### src/rtl/rv_core_pkg.sv
// Shared RV32I core definitions: funct3 encodings for memory ops and LSU state type.
package rv_core_pkg;

  localparam logic [2:0] F3_LB  = 3'b000;
  localparam logic [2:0] F3_LH  = 3'b001;
  localparam logic [2:0] F3_LW  = 3'b010;
  localparam logic [2:0] F3_LBU = 3'b100;
  localparam logic [2:0] F3_LHU = 3'b101;
  localparam logic [2:0] F3_SB  = 3'b000;
  localparam logic [2:0] F3_SH  = 3'b001;
  localparam logic [2:0] F3_SW  = 3'b010;

  typedef enum logic [1:0] {
    IDLE,
    REQ,
    DONE
  } lsu_state_t;

endpackage

### src/rtl/lsu_mem_ctrl_if.sv
// Data-memory request/acknowledge port between the LSU (master) and memory (slave).
interface lsu_mem_if #(
  parameter int ADDR_W = 32,
  parameter int DATA_W = 32
);

  logic              mem_req;
  logic              mem_we;
  logic [ADDR_W-1:0] mem_addr;
  logic [DATA_W-1:0] mem_wdata;
  logic [3:0]        mem_be;
  logic              mem_ack;
  logic [DATA_W-1:0] mem_rdata;

  modport master (
    output mem_req, mem_we, mem_addr, mem_wdata, mem_be,
    input  mem_ack, mem_rdata
  );

  modport slave (
    input  mem_req, mem_we, mem_addr, mem_wdata, mem_be,
    output mem_ack, mem_rdata
  );

endinterface

### src/rtl/lsu_load_align.sv
// Extracts the addressed byte/half from a read word and sign- or zero-extends it.
module lsu_load_align
  import rv_core_pkg::*;
#(
  parameter int DATA_W = 32
) (
  input  logic [DATA_W-1:0] rdata,
  input  logic [1:0]        offset,
  input  logic [2:0]        funct3,
  output logic [DATA_W-1:0] data
);

  logic [7:0]  byte_sel;
  logic [15:0] half_sel;

  always_comb begin
    case (offset)
      2'd0:    byte_sel = rdata[7:0];
      2'd1:    byte_sel = rdata[15:8];
      2'd2:    byte_sel = rdata[23:16];
      default: byte_sel = rdata[31:24];
    endcase
    half_sel = offset[1] ? rdata[31:16] : rdata[15:0];

    case (funct3)
      F3_LB:   data = {{24{byte_sel[7]}}, byte_sel};
      F3_LH:   data = {{16{half_sel[15]}}, half_sel};
      F3_LBU:  data = {24'd0, byte_sel};
      F3_LHU:  data = {16'd0, half_sel};
      default: data = rdata;
    endcase
  end

endmodule

### src/rtl/lsu_mem_ctrl.sv
// Load/store unit: checks legality, builds byte lanes, runs one memory transaction
// per access and stalls the core until the result is ready.
module lsu_mem_ctrl
  import rv_core_pkg::*;
#(
  parameter int ADDR_W = 32,
  parameter int DATA_W = 32
) (
  input  logic              clk,
  input  logic              rst_n,
  input  logic              load,
  input  logic              mem_write,
  input  logic [2:0]        funct3,
  input  logic [ADDR_W-1:0] addr,
  input  logic [DATA_W-1:0] wdata,
  output logic              stall,
  output logic [DATA_W-1:0] ld_data,
  output logic              ld_valid,
  output logic              access_err,
  lsu_mem_if.master         mem
);

  lsu_state_t        state_q, state_d;
  logic              req_q, req_d;
  logic              we_q, we_d;
  logic [ADDR_W-1:0] addr_q, addr_d;
  logic [DATA_W-1:0] wdata_q, wdata_d;
  logic [3:0]        be_q, be_d;
  logic [2:0]        f3_q, f3_d;
  logic [1:0]        off_q, off_d;
  logic [DATA_W-1:0] ld_data_q, ld_data_d;
  logic              ld_valid_q, ld_valid_d;

  logic              access;
  logic              legal;
  logic [3:0]        lane_be;
  logic [DATA_W-1:0] lane_wdata;
  logic [DATA_W-1:0] ext_data;

  lsu_load_align #(.DATA_W(DATA_W)) u_align (
    .rdata  (mem.mem_rdata),
    .offset (off_q),
    .funct3 (f3_q),
    .data   (ext_data)
  );

  // A store wins when load and mem_write are both raised, so legality uses store rules.
  always_comb begin
    access = load | mem_write;
    case (funct3)
      F3_LB:   legal = 1'b1;
      F3_LH:   legal = ~addr[0];
      F3_LW:   legal = (addr[1:0] == 2'b00);
      F3_LBU:  legal = ~mem_write;
      F3_LHU:  legal = ~mem_write & ~addr[0];
      default: legal = 1'b0;
    endcase

    lane_be    = 4'b1111;
    lane_wdata = '0;
    if (mem_write) begin
      case (funct3)
        F3_SB: begin
          lane_be    = 4'b0001 << addr[1:0];
          lane_wdata = {4{wdata[7:0]}};
        end
        F3_SH: begin
          lane_be    = 4'b0011 << {addr[1], 1'b0};
          lane_wdata = {2{wdata[15:0]}};
        end
        default: lane_wdata = wdata;
      endcase
    end
  end

  always_comb begin
    state_d    = state_q;
    req_d      = req_q;
    we_d       = we_q;
    addr_d     = addr_q;
    wdata_d    = wdata_q;
    be_d       = be_q;
    f3_d       = f3_q;
    off_d      = off_q;
    ld_data_d  = ld_data_q;
    ld_valid_d = 1'b0;
    stall      = 1'b0;
    access_err = 1'b0;

    case (state_q)
      IDLE: begin
        if (access && legal) begin
          stall   = 1'b1;
          state_d = REQ;
          req_d   = 1'b1;
          we_d    = mem_write;
          addr_d  = {addr[ADDR_W-1:2], 2'b00};
          wdata_d = lane_wdata;
          be_d    = lane_be;
          f3_d    = funct3;
          off_d   = addr[1:0];
        end else if (access) begin
          access_err = 1'b1;
        end
      end
      REQ: begin
        stall = 1'b1;
        if (mem.mem_ack) begin
          req_d   = 1'b0;
          state_d = DONE;
          if (!we_q) begin
            ld_data_d  = ext_data;
            ld_valid_d = 1'b1;
          end
        end
      end
      DONE:    state_d = IDLE;
      default: state_d = IDLE;
    endcase

    if (!rst_n) begin
      stall      = 1'b0;
      access_err = 1'b0;
    end
  end

  always_ff @(posedge clk) begin
    if (!rst_n) begin
      state_q    <= IDLE;
      req_q      <= 1'b0;
      we_q       <= 1'b0;
      addr_q     <= '0;
      wdata_q    <= '0;
      be_q       <= 4'b0000;
      f3_q       <= 3'b000;
      off_q      <= 2'b00;
      ld_data_q  <= '0;
      ld_valid_q <= 1'b0;
    end else begin
      state_q    <= state_d;
      req_q      <= req_d;
      we_q       <= we_d;
      addr_q     <= addr_d;
      wdata_q    <= wdata_d;
      be_q       <= be_d;
      f3_q       <= f3_d;
      off_q      <= off_d;
      ld_data_q  <= ld_data_d;
      ld_valid_q <= ld_valid_d;
    end
  end

  assign mem.mem_req   = req_q;
  assign mem.mem_we    = we_q;
  assign mem.mem_addr  = addr_q;
  assign mem.mem_wdata = wdata_q;
  assign mem.mem_be    = be_q;
  assign ld_data       = ld_data_q;
  assign ld_valid      = ld_valid_q;

endmodule

### src/flat_wrapper.sv
// flat-port wrapper written by rule: the top's interface ports become plain ports
module lsu_mem_ctrl_flat import rv_core_pkg::*;
#(
  parameter int ADDR_W = 32,
  parameter int DATA_W = 32
)
  (clk, rst_n, load, mem_write, funct3, addr, wdata, stall, ld_data, ld_valid, access_err, mem_mem_req, mem_mem_we, mem_mem_addr, mem_mem_wdata, mem_mem_be, mem_mem_ack, mem_mem_rdata);
  lsu_mem_if #(.ADDR_W(ADDR_W), .DATA_W(DATA_W)) mem_i ();
  input  logic clk;
  input  logic rst_n;
  input  logic load;
  input  logic mem_write;
  input  logic [2:0] funct3;
  input  logic [ADDR_W-1:0] addr;
  input  logic [DATA_W-1:0] wdata;
  output logic stall;
  output logic [DATA_W-1:0] ld_data;
  output logic ld_valid;
  output logic access_err;
  output wire logic [$bits(mem_i.mem_req)-1:0] mem_mem_req;
  output wire logic [$bits(mem_i.mem_we)-1:0] mem_mem_we;
  output wire logic [$bits(mem_i.mem_addr)-1:0] mem_mem_addr;
  output wire logic [$bits(mem_i.mem_wdata)-1:0] mem_mem_wdata;
  output wire logic [$bits(mem_i.mem_be)-1:0] mem_mem_be;
  input wire logic [$bits(mem_i.mem_ack)-1:0] mem_mem_ack;
  input wire logic [$bits(mem_i.mem_rdata)-1:0] mem_mem_rdata;
  assign mem_mem_req = mem_i.mem_req;
  assign mem_mem_we = mem_i.mem_we;
  assign mem_mem_addr = mem_i.mem_addr;
  assign mem_mem_wdata = mem_i.mem_wdata;
  assign mem_mem_be = mem_i.mem_be;
  assign mem_i.mem_ack = mem_mem_ack;
  assign mem_i.mem_rdata = mem_mem_rdata;
  lsu_mem_ctrl #(.ADDR_W(ADDR_W), .DATA_W(DATA_W)) u_core (.clk(clk), .rst_n(rst_n), .load(load), .mem_write(mem_write), .funct3(funct3), .addr(addr), .wdata(wdata), .stall(stall), .ld_data(ld_data), .ld_valid(ld_valid), .access_err(access_err), .mem(mem_i));
endmodule
### config.mk
export PLATFORM = sky130hd
export DESIGN_NAME = lsu_mem_ctrl_flat
export DESIGN_NICKNAME = d
export VERILOG_FILES = /design/src/rtl/rv_core_pkg.sv /design/src/rtl/lsu_mem_ctrl_if.sv /design/src/rtl/lsu_load_align.sv /design/src/rtl/lsu_mem_ctrl.sv /design/src/flat_wrapper.sv
export SDC_FILE = /design/constraint.sdc
export NUM_CORES = 1
export LEC_CHECK = 0
export BUFFER_PORTS_ARGS = -buffer_cell sky130_fd_sc_hd__buf_4
export CAP_MARGIN = 15
export CORE_MARGIN = 3
export CORE_UTILIZATION = 43
export DETAILED_ROUTE_END_ITERATION = 12
export PLACE_DENSITY = 0.82
export SLEW_MARGIN = 25
export SYNTH_ARGS = -nofsm -noshare
export SYNTH_HDL_FRONTEND = slang
export SYNTH_SLANG_ARGS = --single-unit
### constraint.sdc
create_clock -name clk -period 1.65 [get_ports clk]
set_input_delay 0.33 -clock clk [delete_from_list [all_inputs] [get_ports clk]]
set_output_delay 0.33 -clock clk [all_outputs]
set_load 0.1 [all_outputs]
==> flow_summary.yaml, run 1 <==
status:
  status: "complete, but fails checks"
  violations: "negative setup slack"
synthesis:
  syn_inst: 559
  synth_most_common_cell: "nand2_1"
  synth_common_cells: "124 x nand2_1, 108 x dfxtp_1, 67 x a21oi_1"
  synth_top_area_share_pct: 46.2
  syn_area_per_cell_um2: 8.37
  synth-edff-count: 0
  synth_cell_type_count: 44
  synth_area_leaders: "dfxtp_1 46%, nand2_1 9.9%, a21oi_1 7.2%"
  syn-cell-area_mm2: 0.00468
  async_flop_share_pct: 0
  yosys_warnings: 0
  ys_seq_area_share_pct: 46.2
  synth_top_cell_by_area: "dfxtp_1"
  synth_ff_type: "dfxtp_1"
  postSynthRegisterBits: 108
flow_run:
  cap_violations: 0
timing:
  max_freq_mhz: 558
  maxSlewViolCount: 0
  skew_ns: 0.0141
  setup_viol: 2
  min_period_ns: 1.79
  timing.hold.ws_ns: 0.197
  grt_setup_unrepaired: "true"
  timing.final.crit_share_pct: 109
  tns_ns: -0.275
  finalWorstSetupSlack_ns: -0.141
  hold_violations: 0
floorplan:
  chipWidth_um: 110
  pin_count: 209
  core_mm2: 0.0105
  row_count: 37
  dieArea_mm2: 0.0122
  die_h_um: 110
  initial_core_util_pct: 44.7
route:
  postRouteWirelength_um: 14600
  drc: 0
  ant_nets: 0
  viasPerCell: 5.43
  drt-initial-drc-count: 449
  vias: 4929
  wl_per_cell_um: 16.1
  drt-pass1-iter-count: 5
critical_path:
  ff2ff_path_depth: 6
  crit_top_cell: "nor2_4"
  rr_endpoint: "u_core.ld_data[31]$_SDFFE_PN0P_"
  crit_path_start_kind: "flip-flop"
  rr_startpoint: "u_core.state_q[1]$_SDFFE_PN0P_"
  criticalPathCategory: "reg -> out"
  crit_arrival_ns: 1.46
  critPathBufInv: 2
  cp_slowest_cell: "dfxtp_2"
  slowest_delay_ns: 0.35
  rrSetupSlack_ns: 0.07
  cp_cell_sequence: "nor2_4, buf_6, and2_4, nand2_4, nor2_4, buf_12"
  crit_required_ns: 1.32
  crit_path_end_kind: "primary output"
  crit_family: "simple AND/OR/NAND/NOR gates"
  path_max_fanout: 2
clock_tree:
  cts.sink_count: 108
  path_clk_slew_ns: 0.11
  cts_tree: "yes"
  worstSkewPairLatency_ns: 0.37
  clock-root-buffer: "clkbuf_8"
  cts_made_buffers: 9
  clockBufferDepth: 2
  htreeDepth: 3
global_routing:
  grt_use_total_pct: 23.0
  grt_first_pass_wirelength_um: 22300
  grt_pass1_vias: 4582
  antenna_found_initial: 0
  grt_max_degree: 40
  overflow: 0
worst_hold_path:
  min_path_cells: 3
  hold_path_end: "u_core.mem.mem_addr[24]$_SDFFE_PN0P_"
  hold_path_class: "in -> reg"
  min-delay-start: "addr[24]"
power_and_ir_drop:
  leakagePower_uw: 0.00294
  ir_drop_mv: 0.706
  power.density_mw_per_mm2: 966
cells_and_area:
  drive_above_1_share_pct: 37.4
  synthToLayoutAreaGrowth_pct: 46.0
  antenna_cells: 0
  final_cell_count_no_fill: 908
  finalNetCount: 871
  final_area_mm2: 0.00683
place:
  dpl_cell_area_mm2: 0.00652
  dp.cells: 887
  gp_congestion: 0.906
  hpwl_um: 11000
  port_buffers: 206
  place_ws_ns: -0.335
==> worst min-delay path, delay by kind of cell <==
kind / cells / cell delay, ns
compound gates: 1 / 0.05
buf+inv: 1 / 0.11
simple gates: 1 / 0.05
==> power by group <==
group	total [uW]	internal (uW)	switching [uW]
Clock	1670	727	942
Sequential	2830	2740	85.4
Combinational	2100	605	1500
Total	6600	4080	2520
==> logic make-up after synthesis <==
group                  after synthesis  synth area share, %
AO/OA/AOI/OAI                      174                 23.0
buffers and inverters               55                 5.61
flip-flops                         108                 46.2
multiplexers                        29                 6.39
other                                1               0.0801
AND/OR/NAND/NOR                    192                 18.7
==> how the worst max path moves through the flow <==
stage / start / end / depth (start not counted)
detailed placement: mem_write / u_core.mem.mem_wdata[13]$_SDFFE_PN0P_ / 6
floorplan: funct3[0] / stall / 6
global route: u_core.state_q[1]$_SDFFE_PN0P_ / stall / 5
global placement: mem_write / u_core.mem.mem_wdata[12]$_SDFFE_PN0P_ / 6
finish: u_core.state_q[1]$_SDFFE_PN0P_ / access_err / 6
CTS: u_core.state_q[0]$_SDFFE_PN0P_ / stall / 5
==> layer usage <==
metal,wire [um],track usage [%],part of all wire [%],vias to the layer above
met5,0,0,0,-
met4,443,6.77,3.0,0
met3,1290,6.35,8.8,37
met2,6880,37.5,47,236
met1,6020,29.9,41,2285
li1,-,-,-,2371
==> final cells by class <==
class	instances	area (um2)
Fill cell	881	3630
Multi-Input combinational cell	397	2350
Sequential cell	108	2170
Timing Repair Buffer	243	1920
Tap cell	136	170
Clock buffer	9	124
Clock inverter	7	80.1
Inverter	8	30.0
==> placed cells by master (no fill, tap or decap), drive strengths merged, types with 9 or more instances in the layout <==
cell type / count
buf: 243
nand2: 124
dfxtp: 108
a21oi: 68
o21ai: 49
nand3: 26
mux2i: 22
o2bb2ai: 16
inv: 12
nor3: 10
nor2: 10
nand3b: 9
clkbuf: 9
o211ai: 9
==> per-stage QoR <==
step | power [uW] | util (%)
6_report | 6600 | 65.3
2_1_floorplan | 4330 | -
5_1_grt | 6850 | 65.3
3_3_place_gp | 4910 | 62.3
4_1_cts | 6620 | 64.9
3_5_place_dp | 4940 | 62.3
==> what timing repair did <==
item,4_1_cts,5_1_grt
setup buffers,2,3
endpoints found under the setup margin,18,32
resized for setup,13,5
hold buffers,0,0
pin swaps,5,2
==> state kept, by name, summed over array words and instances (netlist names) <==
register              count
u_core.mem.mem_we         1
u_core.mem.mem_addr      30
u_core.mem.mem_wdata     32
u_core.f3_q               3
u_core.state_q            2
u_core.ld_data           32
u_core.off_q              2
u_core.mem.mem_be         4
u_core.ld_valid           1
u_core.mem.mem_req        1
Note: power is estimated with default switching activity, not from simulation.
==> run 2, diff against run 1 <==
PLACE_DENSITY = 0.77   (was 0.82)
==> flow_summary.yaml, run 2 (same netlist as run 1, synthesis figures left out) <==
clock_tree:
  path_clk_slew_ns: 0.11
  htreeDepth: 3
  cts_tree: "yes"
  postCtsHoldBufs: 0
  clockBufferDepth: 2
  cts_made_buffers: 9
  cts.sink_count: 108
  clock-root-buffer: "clkbuf_8"
  worstSkewPairLatency_ns: 0.37
route:
  postRouteWirelength_um: 14700
  viasPerCell: 5.40
  wl_met1_um: 6180
  drc: 0
  wl_met3_um: 1220
  highest_layer: "met4"
  drt-pass1-iter-count: 6
  vias: 4891
  ant_nets: 0
  wl_per_cell_um: 16.2
  drt-initial-drc-count: 358
  dr_wl_met2_um: 7030
place:
  port_buffers: 206
  gp_congestion: 0.878
  dp.cells: 886
  hpwl_um: 10900
critical_path:
  crit_arrival_ns: 1.42
  slowest_delay_ns: 0.34
  crit_path_end_kind: "primary output"
  rrSetupSlack_ns: 0.13
  path_max_fanout: 3
  cp_cell_sequence: "nor2_4, o211a_1, nor2_4, nor3_4, buf_12"
  criticalPathCategory: "reg -> out"
  startpoint: "u_core.state_q[0]$_SDFFE_PN0P_"
  rr_startpoint: "u_core.state_q[1]$_SDFFE_PN0P_"
  crit_path_start_kind: "flip-flop"
  rr_endpoint: "u_core.ld_data[27]$_SDFFE_PN0P_"
  crit_top_cell: "nor2_4"
  ff2ff_path_depth: 6
  cp_slowest_cell: "dfxtp_2"
  endpoint: "stall"
  crit_required_ns: 1.32
worst_hold_path:
  hold_path_class: "in -> reg"
  min_path_cells: 3
cells_and_area:
  finalNetCount: 870
  layout_commonest_cell: "buf_4"
  multi_input_area_mm2: 0.00232
  layout_common_cells: "234 x buf_4, 124 x nand2_1, 106 x dfxtp_1, 67 x a21oi_1, 39 x o21ai_0"
  final_cell_count_no_fill: 906
  synthToLayoutAreaGrowth_pct: 45.5
  antenna_cells: 0
  drive_above_1_share_pct: 36.6
  n_fill_cell: 871
  seq_area_mm2: 0.00216
floorplan:
  initial_core_util_pct: 44.7
  die_h_um: 110
  pin_count: 209
  chipWidth_um: 110
  dieArea_mm2: 0.0122
  row_count: 37
  core_mm2: 0.0105
status:
  violations: "negative setup slack"
  status: "complete, but fails checks"
global_routing:
  overflow: 0
  grt_max_degree: 64
  grt_use_total_pct: 23.8
  antenna_found_initial: 0
  grt_pass1_vias: 4585
  grt_first_pass_wirelength_um: 23000
power_and_ir_drop:
  ir_drop_mv: 0.590
  power.total_uw: 6650
  leakagePower_uw: 0.00295
  power.density_mw_per_mm2: 977
timing:
  setup_viol: 2
  grt_setup_unrepaired: "true"
  finalWorstSetupSlack_ns: -0.0950
  maxSlewViolCount: 0
  max_freq_mhz: 573
  skew_ns: 0.0116
  tns_ns: -0.162
  timing.final.crit_share_pct: 106
  min_period_ns: 1.75
  hold_violations: 0
flow_run:
  cap_violations: 0
## run 2: worst min path at each step
stage,from,endpoint,slack (ns)
after floorplan,u_core.f3_q[2]$_SDFFE_PN0P_,u_core.f3_q[2]$_SDFFE_PN0P_,0.45
after global placement,u_core.mem.mem_addr[16]$_SDFFE_PN0P_,u_core.mem.mem_addr[16]$_SDFFE_PN0P_,0.44
after detailed placement,u_core.mem.mem_addr[16]$_SDFFE_PN0P_,u_core.mem.mem_addr[16]$_SDFFE_PN0P_,0.45
after CTS,addr[14],u_core.mem.mem_addr[14]$_SDFFE_PN0P_,0.18
after global routing,addr[16],u_core.mem.mem_addr[16]$_SDFFE_PN0P_,0.18
final,addr[14],u_core.mem.mem_addr[14]$_SDFFE_PN0P_,0.19
## run 2: cell type report
type | instances | area share, %
well taps | 136 | 2.50
clock buffers | 10 | 1.87
multi-input cells | 397 | 34.1
repair buffers | 242 | 28.2
inverters | 8 | 0.441
flip-flops and latches | 108 | 31.8
clock inverters | 5 | 1.14
## run 2: through the flow
| step | hold WS (ns) | setup WS, ns | utilization, % | area (um2) |
|---|---|---|---|---|
| global route | 0.179 | -0.157 | 65.1 | 6810 |
| finish | 0.192 | -0.0950 | 65.1 | 6810 |
| global placement | 0.444 | -0.308 | 62.3 | 6520 |
| floorplan | 0.449 | -0.650 | - | 4740 |
| detailed placement | 0.447 | -0.380 | 62.3 | 6520 |
| CTS | 0.180 | -0.124 | 64.8 | 6780 |
## run 2: layer usage
| layer | GRT usage, % | vias up |
|---|---|---|
| li1 | - | 2360 |
| met1 | 30.8 | 2293 |
| met2 | 39.0 | 220 |
| met3 | 6.00 | 18 |
| met4 | 7.74 | 0 |
| met5 | 0 | - |
## run 2: where the power goes
part	switching (uW)	internal, uW	total, uW
Combinational	1480	596	2080
Clock	902	844	1750
Sequential	86.7	2740	2830
## run 2: critical path, delay by kind of cell, from the launching register on
| kind | cells | cell delay (ns) |
|---|---|---|
| AO/OA/AOI/OAI | 1 | 0.20 |
| buffers and inverters | 1 | 0.20 |
| AND/OR/NAND/NOR | 3 | 0.31 |
| flip-flops | 1 | 0.34 |
## run 2: timing repair
item / 4_1_cts / 5_1_grt
setup buffers: 2 / 3
pin swaps: 6 / 1
setup endpoints to repair: 3 / 22
resized for setup: 9 / 2
